### src/rtl/fb_fill_arbiter.sv
// fb_fill_arbiter: owns the framebuffer write port, sharing it between the
// MCU (always wins, zero latency) and a rectangle-fill engine that walks the
// rectangle in raster order and stalls on every MCU write.
// Optional feature macro: FB_FILL_ABORT_EN adds abort_i (forces IDLE, pulses err_o).
//
// state | meaning
// IDLE  | waiting for start_i; the MCU path passes straight through
// FILL  | engine writes one pixel per cycle unless the MCU holds the port
module fb_fill_arbiter #(
  parameter int COLS = 80,
  parameter int ROWS = 60
) (
  input  logic        clk_i,
  input  logic        rst_i,
  input  logic [12:0] mcu_wa_i,
  input  logic [7:0]  mcu_wd_i,
  input  logic        mcu_we_i,
  input  logic        start_i,
  input  logic [6:0]  x0_i,
  input  logic [5:0]  y0_i,
  input  logic [6:0]  x1_i,
  input  logic [5:0]  y1_i,
  input  logic [7:0]  color_i,
`ifdef FB_FILL_ABORT_EN
  input  logic        abort_i,
`endif
  output logic [12:0] fb_wa_o,
  output logic [7:0]  fb_wd_o,
  output logic        fb_we_o,
  output logic        busy_o,
  output logic        done_o,
  output logic        err_o
);

  localparam logic [6:0] X_MAX = 7'(COLS - 1);
  localparam logic [5:0] Y_MAX = 6'(ROWS - 1);

  typedef enum logic {IDLE = 1'b0, FILL = 1'b1} state_t;

  state_t      state_q, state_d;
  logic [6:0]  cur_x_q, cur_x_d;
  logic [5:0]  cur_y_q, cur_y_d;
  logic [6:0]  x0_q, x0_d;
  logic [6:0]  x1_q, x1_d;
  logic [5:0]  y1_q, y1_d;
  logic [7:0]  color_q, color_d;
  logic        done_q, done_d;
  logic        err_q, err_d;

  logic        eng_wr;
  logic        req_bad;
  logic        last_px;
  logic        abort;

`ifdef FB_FILL_ABORT_EN
  assign abort = abort_i;
`else
  assign abort = 1'b0;
`endif

  // Write-port mux: MCU first, then the engine; never gated by reset.
  always_comb begin
    fb_wa_o = mcu_wa_i;
    fb_wd_o = mcu_wd_i;
    fb_we_o = 1'b0;
    eng_wr  = 1'b0;
    if (mcu_we_i) begin
      fb_we_o = 1'b1;
    end else if (state_q == FILL) begin
      fb_wa_o = {cur_y_q, cur_x_q};
      fb_wd_o = color_q;
      fb_we_o = 1'b1;
      eng_wr  = 1'b1;
    end
  end

  assign req_bad = (x0_i > x1_i) || (y0_i > y1_i) || (x1_i > X_MAX) || (y1_i > Y_MAX);
  assign last_px = (cur_x_q == x1_q) && (cur_y_q == y1_q);

  // Next-state logic: request validation, raster advance and completion.
  always_comb begin
    state_d = state_q;
    cur_x_d = cur_x_q;
    cur_y_d = cur_y_q;
    x0_d    = x0_q;
    x1_d    = x1_q;
    y1_d    = y1_q;
    color_d = color_q;
    done_d  = 1'b0;
    err_d   = 1'b0;
    case (state_q)
      IDLE: begin
        if (start_i) begin
          if (req_bad) begin
            err_d = 1'b1;
          end else begin
            x0_d    = x0_i;
            x1_d    = x1_i;
            y1_d    = y1_i;
            color_d = color_i;
            cur_x_d = x0_i;
            cur_y_d = y0_i;
            state_d = FILL;
          end
        end
      end
      FILL: begin
        if (abort) begin
          // The current engine write (if any) still lands via the mux.
          state_d = IDLE;
          err_d   = 1'b1;
        end else if (eng_wr) begin
          if (last_px) begin
            state_d = IDLE;
            done_d  = 1'b1;
          end else if (cur_x_q < x1_q) begin
            cur_x_d = cur_x_q + 7'd1;
          end else begin
            cur_x_d = x0_q;
            cur_y_d = cur_y_q + 6'd1;
          end
        end
      end
      default: state_d = IDLE;
    endcase
  end

  // State and datapath registers with synchronous reset.
  always_ff @(posedge clk_i) begin
    if (rst_i) begin
      state_q <= IDLE;
      cur_x_q <= '0;
      cur_y_q <= '0;
      x0_q    <= '0;
      x1_q    <= '0;
      y1_q    <= '0;
      color_q <= '0;
      done_q  <= 1'b0;
      err_q   <= 1'b0;
    end else begin
      state_q <= state_d;
      cur_x_q <= cur_x_d;
      cur_y_q <= cur_y_d;
      x0_q    <= x0_d;
      x1_q    <= x1_d;
      y1_q    <= y1_d;
      color_q <= color_d;
      done_q  <= done_d;
      err_q   <= err_d;
    end
  end

  assign busy_o = (state_q == FILL);
  assign done_o = done_q;
  assign err_o  = err_q;

endmodule
### config.mk
export PLATFORM = sky130hd
export DESIGN_NAME = fb_fill_arbiter
export DESIGN_NICKNAME = d
export VERILOG_FILES = /design/src/rtl/fb_fill_arbiter.sv
export SDC_FILE = /design/constraint.sdc
export NUM_CORES = 1
export LEC_CHECK = 0
export BUFFER_PORTS_ARGS = -buffer_cell sky130_fd_sc_hd__buf_4
export CAP_MARGIN = 5
export CELL_PAD_IN_SITES_DETAIL_PLACEMENT = 1
export CELL_PAD_IN_SITES_GLOBAL_PLACEMENT = 1
export CORE_MARGIN = 4
export CORE_UTILIZATION = 34
export CTS_CLUSTER_DIAMETER = 150
export DETAILED_ROUTE_END_ITERATION = 6
export PLACE_DENSITY_LB_ADDON = 0.1
export SYNTH_ARGS = -nofsm -noshare
export SYNTH_HDL_FRONTEND = slang
export SYNTH_SLANG_ARGS = --single-unit
### constraint.sdc
create_clock -name clk_i -period 1.9 [get_ports clk_i]
set_input_delay 0.19 -clock clk_i [delete_from_list [all_inputs] [get_ports clk_i]]
set_output_delay 0.19 -clock clk_i [all_outputs]
set_load 0.02 [all_outputs]
; ---- After elaboration in Yosys (flattened, before gate mapping)
; Cells that the tools add are included.
[op_classes]
n_bitwise = 3
n_mux = 28
n_addsub = 2
n_reduce_logical = 8
magnitude_cmp = 5
eq_ne = 7
[ops]
columns = op, count
row1 = 7-bit two-way mux, 5
row2 = 6-bit two-way mux, 5
row3 = 13-bit two-way mux, 2
row4 = 8-bit two-way mux, 2
row5 = 7-bit one-hot mux with 2 select lines, 1
row6 = 6-bit one-hot mux with 2 select lines, 1
row7 = 1-bit two-way mux, 10
row8 = "2-bit inequality test, second input constant", 4
row9 = "7-bit by 1-bit adder with 7-bit output, second input constant", 1
row10 = 7-bit equality test, 1
row11 = 7-bit > comparator, 1
row12 = "7-bit > comparator, second input constant", 1
row13 = 7-bit < comparator, 1
row14 = "6-bit by 1-bit adder with 6-bit output, second input constant", 1
row15 = 6-bit equality test, 1
row16 = 6-bit > comparator, 1
row17 = "6-bit > comparator, second input constant", 1
row18 = 5-bit AND reduction, 1
row19 = 1-bit one-hot mux with 2 select lines, 2
row20 = 4-bit AND reduction, 1
row21 = 1-bit logical OR, 3
row22 = 1-bit inverter, 3
row23 = 3-bit AND reduction, 1
row24 = 3-bit OR reduction, 1
row25 = 2 further kinds, 2
[word_totals]
word_cells = 62
inputBits = 59
reg_bits = 44

; ---- Logic depth before layout (Yosys ltp)
[logic_depth]
ltp_word = 7
depth_mapped = 10
mapped_depth_nobuf = 8

; ---- Worst setup path after synthesis
; Ideal clock, no wire load.
[synth_timing]
kind = register to register
start = register cur_x_q[0]
end = register cur_y_q[3]
path_slack_ns = -0.130
stages_incl_launch_ff = 10
synth_period_minus_slack_ns = 2.030
t_arrival_ns = 1.943
setup_time_ns = 0.087
n_path_buf = 1
cell_sequence = dfxtp_1 inv_1 ha_1 nand4_4 nor3_4 a41oi_4 and2_4 buf_6 a311o_1 o31ai_1
[synth_between]
elab_chain_len = 4
elab_cells_between_ends = 6
cone_classes = order compare: 1 / eq/ne: 3 / reduce/logical: 2
[synth_lines]
columns = element, line_no
row1 = "start, declared", 41  ; logic [6:0] cur_x_q, cur_x_d;
row2 = "start signal, assigned", 142  ; cur_x_q <= cur_x_d;
row3 = branches (longest 3 deep; another with 7-bit < comparator), n/a
row4 = 5-bit AND reduction (no source line) (*), n/a
row5 = "end signal, assigned", 143  ; cur_y_q <= cur_y_d;
row6 = "end, declared", 42  ; logic [5:0] cur_y_q, cur_y_d;
; Mark *: on every way between the ends.
; A chain may end at the register's enable or synchronous reset.

; ---- Final worst setup path
[layout_timing]
start = register x1_q[6]
end = register cur_x_q[1]
[layout_between]
elab_chain_len = 5
elab_cells_between_ends = 9
cone_classes = order compare: 1 / eq/ne: 2 / mux: 4 / reduce/logical: 2
[layout_lines]
columns = element, line_no
row1 = "start, declared", 44  ; logic [6:0] x1_q, x1_d;
row2 = "start signal, assigned", 135  ; x1_q <= '0;
row3 = "start signal, assigned", 145  ; x1_q <= x1_d;
row4 = 7-bit < comparator, 116  ; end else if (cur_x_q < x1_q) begin
row5 = 7-bit two-way mux, 116
row6 = 7-bit two-way mux, 113  ; if (last_px) begin
row7 = 7-bit two-way mux, 112  ; end else if (eng_wr) begin
row8 = 7-bit one-hot mux with 2 select lines, 91  ; case (state_q)
; Several ways; a longest one is shown, not always the timed one. The select of a mux whose other input is x is not followed.

==> tab_implementation.tex <==
\begin{tabular}{lr}
\hline
Metric & Value \\
\hline
\multicolumn{2}{l}{\textbf{Die}} \\
\quad Effective utilization at floorplan & 0.348 \\
\quad Standard-cell rows & 33 \\
\quad Count of pins on the block boundary & 84 \\
\quad Die Span X & 99.7 um \\
\quad Core region area & 0.00822 mm\^{}2 \\
\quad Die Span Y & 99.7 um \\
\quad Die Outline Area & 0.00994 mm\^{}2 \\
\multicolumn{2}{l}{\textbf{Setup path}} \\
\quad Data required time of the critical path & 2.10 ns \\
\quad Start-to-end type of the worst setup path & register to register \\
\quad Kind of capture point of the worst setup path & register \\
\quad Cell chain of the critical path & inv\_2 -> ha\_4 -> buf\_4 -> buf\_6 -> nand4\_1 -> and3\_4 -> and2\_4 -> mux2i\_4 -> a2111oi\_2 -> a31o\_1 \\
\quad Slowest library cell on the worst path & sky130\_fd\_sc\_hd\_\_dfxtp\_2 \\
\quad Worst Path Max Fanout & 5 \\
\quad Crit path launch type & register \\
\quad Arrival time of the worst setup path & 2.22 ns \\
\quad Slowest stage delay, CP & 0.34 ns \\
\multicolumn{2}{l}{\textbf{Placement}} \\
\quad Cell count after placement & 547 \\
\quad Post-place instance area & 0.00391 mm\^{}2 \\
\quad Hpwl dp & 7310 um \\
\quad Count of port buffers added during placement & 83 \\
\quad Routability congestion estimate from global placement & 0.805 \\
\quad Worst setup timing slack at the placement stage & -0.327 ns \\
\multicolumn{2}{l}{\textbf{Synth}} \\
\quad Mapped Avg Cell Area & 8.67 um\^{}2 \\
\quad Share of the synthesized area in the top cell type & 0.308 \\
\quad Library cells used by synthesis & 47 \\
\quad Syn Inst Count & 330 \\
\quad Number of synthesized flops with an enable pin & 0 \\
\quad Yosys warns & 0 \\
\quad Share of the yosys chip area belonging to registers & 0.308 \\
\quad Leading cell type by number of instances after synthesis & sky130\_fd\_sc\_hd\_\_dfxtp\_1 \\
\quad Cell Area, Synth & 0.00286 mm\^{}2 \\
\quad Net Count, Synth & 411 \\
\quad Portion of netlist area occupied by mux cells & 0.171 \\
\quad Combinational family with the most area after synthesis & compound AO/OA/AOI/OAI gates \\
\quad Fraction of the mapped netlist area in adder cells & 0.0962 \\
\quad Register bit count reported by yosys & 44 \\
\quad Share of flip-flops with an asynchronous set or reset after synthesis & 0 \\
\quad Fraction of synthesized cell area in xor and xnor cells & 0.0337 \\
\quad Basic-gate share of the synthesized area counting and, or, nand and nor cells & 0.148 \\
\quad Largest cells by area after synthesis & sky130\_fd\_sc\_hd\_\_dfxtp\_1 (31\%), sky130\_fd\_sc\_hd\_\_mux2i\_1 (11\%), sky130\_fd\_sc\_hd\_\_ha\_1 (9.6\%) \\
\quad Ys flop type & sky130\_fd\_sc\_hd\_\_dfxtp\_1 \\
\quad Leading cell types by count after synthesis & sky130\_fd\_sc\_hd\_\_dfxtp\_1 (44), sky130\_fd\_sc\_hd\_\_nor2\_1 (39), sky130\_fd\_sc\_hd\_\_mux2i\_1 (31) \\
\quad Library cell occupying the most area in the post-synthesis netlist & sky130\_fd\_sc\_hd\_\_dfxtp\_1 \\
\quad Compound-cell area share of the yosys netlist & 0.173 \\
\multicolumn{2}{l}{\textbf{Global routing}} \\
\quad First-pass GRT wire length & 15,100 um \\
\quad Number of global-route vias before repair & 3,112 \\
\quad Maximum number of pins on one net before global-route repair & 30 \\
\quad Total global routing overflow & 0 \\
\quad Global router's overall resource usage & 0.190 \\
\quad Number of antenna violations at the first check in global routing & 0 \\
\multicolumn{2}{l}{\textbf{Timing}} \\
\quad Setup repair after global routing missed its margin & true \\
\quad Total count of hold-check failures in the final report & 0 \\
\quad Final worst setup slack & -0.120 ns \\
\quad Minimum clock period after layout & 2.02 ns \\
\quad Count of final setup violators & 11 \\
\quad Actual transition at the worst max-transition pin & 0.567 ns \\
\quad Remaining max-slew budget at the tightest pin & 0.620 \\
\quad Setup Skew & 0.0120 ns \\
\quad Achievable frequency & 495 MHz \\
\quad Max-slew violation count & 0 \\
\quad Share of the cycle needed by the critical path after routing & 1.06 \\
\quad Smallest hold slack & 0.0757 ns \\
\quad TNS Setup & -0.662 ns \\
\multicolumn{2}{l}{\textbf{Hold path}} \\
\quad Hold Path Class & input pin to register \\
\multicolumn{2}{l}{\textbf{Routing}} \\
\quad Via/cell ratio & 5.09 \\
\quad Post-DRT Antenna Nets & 0 \\
\quad Aggregate routed wire length & 9480 um \\
\quad Via total after detailed routing & 2,863 \\
\quad Remaining DRCs & 0 \\
\quad WL per Instance & 16.8 um \\
\quad Count of TritonRoute iterations in the first routing pass & 4 \\
\quad Number of design-rule violations left by the first detailed-router iteration & 58 \\
\multicolumn{2}{l}{\textbf{Pwr}} \\
\quad Overall power of the completed layout & 2.97 mW \\
\quad Net switching power & 1.04 mW \\
\quad Share of power burned in combinational logic & 0.441 \\
\quad P per Cell Area & 690 mW/mm\^{}2 \\
\quad Internal Power & 1.93 mW \\
\quad Largest vdd supply drop & 0.296 mV \\
\quad Leakage component of the power & 2.06 nW \\
\quad Switching share of total power & 0.350 \\
\quad Power share of the sequential group & 0.348 \\
\quad Clock network power share & 0.212 \\
\multicolumn{2}{l}{\textbf{Run status}} \\
\quad Failing checks & negative setup slack \\
\quad Status & complete, but fails checks \\
\multicolumn{2}{l}{\textbf{Final layout}} \\
\quad Synth-to-Final Area Change & 50.2\% \\
\quad Antenna cells & 0 \\
\quad Utilization of the core after routing & 0.523 \\
\quad Post-layout nets & 538 \\
\quad Non-filler cells, final & 563 \\
\quad Ratio of cells with drive above 1 in the final layout & 0.472 \\
\quad Final design area excluding fillers & 0.00430 mm\^{}2 \\
\multicolumn{2}{l}{\textbf{CTS}} \\
\quad Total number of clock tree sinks & 44 \\
\quad CTS buffer count & 5 \\
\quad Maximum clock path buffer count & 2 \\
\quad Maximum level of the CTS H-tree & 2 \\
\quad Insertion delay to the later sink of the worst-skew pair & 0.30 ns \\
\quad Clock transition time at the flip-flop clock pins of the worst setup and hold paths & 0.09 ns \\
\quad Clock tree from TritonCTS & done \\
\quad CTS Root Cell & sky130\_fd\_sc\_hd\_\_clkbuf\_8 \\
\multicolumn{2}{l}{\textbf{Run}} \\
\quad Maximum capacitance violations & 0 \\
\hline
\end{tabular}
==> layer usage <==
| metal | vias up | track usage | routed length [um] |
|---|---|---|---|
| met5 | - | 0 | 0 |
| met4 | 0 | 0.0620 | 159 |
| met3 | 13 | 0.0309 | 389 |
| met2 | 62 | 0.348 | 4910 |
| met1 | 1369 | 0.224 | 4020 |
| li1 | 1419 | - | - |
==> cells in the final DEF, fill, tap and decap left out, drive strengths merged, types with 2 or more instances in the layout <==
master and n:
a211oi 7, a21o 2, a21oi 26, a2bb2oi 2
a311o 3, a311oi 3, a31o 2, and2 3
buf 137, clkbuf 7, clkinv 2, dfxtp 44
ha 22, inv 28, mux2 16, mux2i 31
nand2 19, nand2b 3, nand3 7, nand3b 2
nand4 6, nor2 39, nor3 5, o211ai 2
o21ai 12, o31ai 4, xnor2 4, xor2 7
==> sequential cells by signal (all words and copies together) (netlist names) <==
name     count
done_o       1
busy_o       1
color_q      8
cur_y_q      6
x1_q         7
y1_q         6
err_o        1
cur_x_q      7
x0_q         7
==> area by class of cell <==
| type | instances | area [um^2] |
|---|---|---|
| Fill cell | 996 | 3920 |
| Multi-Input combinational cell | 240 | 1990 |
| Timing Repair Buffer | 138 | 1080 |
| Sequential cell | 44 | 891 |
| Tap cell | 105 | 131 |
| Inverter | 28 | 105 |
| Clock buffer | 6 | 82.6 |
| Clock inverter | 2 | 10.0 |
==> critical path: cells and delay by family (launching register included) <==
| kind | cells | cell delay [ns] |
|---|---|---|
| buffers and inverters | 3 | 0.28 |
| muxes | 1 | 0.26 |
| AOI/OAI and AO/OA | 2 | 0.30 |
| and+or+nand+nor | 3 | 0.51 |
| adders and majority gates | 1 | 0.23 |
| DFF | 1 | 0.34 |
==> path summary, 6_finish.rpt <==
| check | to | slack, ns | depth (start not counted) | from |
|---|---|---|---|---|
| max reg2reg | cur_x_q[1] | -0.12 | 10 | x1_q[6] |
| min | done_o | 0.08 | 2 | mcu_we_i |
| max | cur_x_q[1] | -0.12 | 10 | x1_q[6] |
| min reg2reg | color_q[3] | 0.50 | 2 | color_q[3] |
==> logic make-up (layout without fill, tap and decap cells) <==
logic type / count (synthesis) / after routing
AO/OA/AOI/OAI: 72 / 72
XOR/XNOR: 11 / 11
adder cells (fa/ha/maj): 22 / 22
buffers and inverters: 46 / 174
flip-flops: 44 / 44
multiplexers: 47 / 47
AND/OR/NAND/NOR: 88 / 88
==> power groups by stage <==
stage / Combinational [mW] / Clock, mW / Sequential (mW)
floorplan: 0.619 / 0 / 1.05
global placement: 1.05 / 0 / 1.05
detailed placement: 1.07 / 0 / 1.05
CTS: 1.24 / 0.643 / 1.03
global route: 1.42 / 0.671 / 1.04
finish: 1.31 / 0.627 / 1.03
==> repair_timing <==
action / CTS / global route
pin swaps: 21 / 6
endpoints found under the setup margin: 29 / 42
gates resized for setup: 40 / 14
hold buffers: 0 / 0
buffers inserted: 6 / 1
cloned: 0 / 1
(Power assumes the default switching activity.)
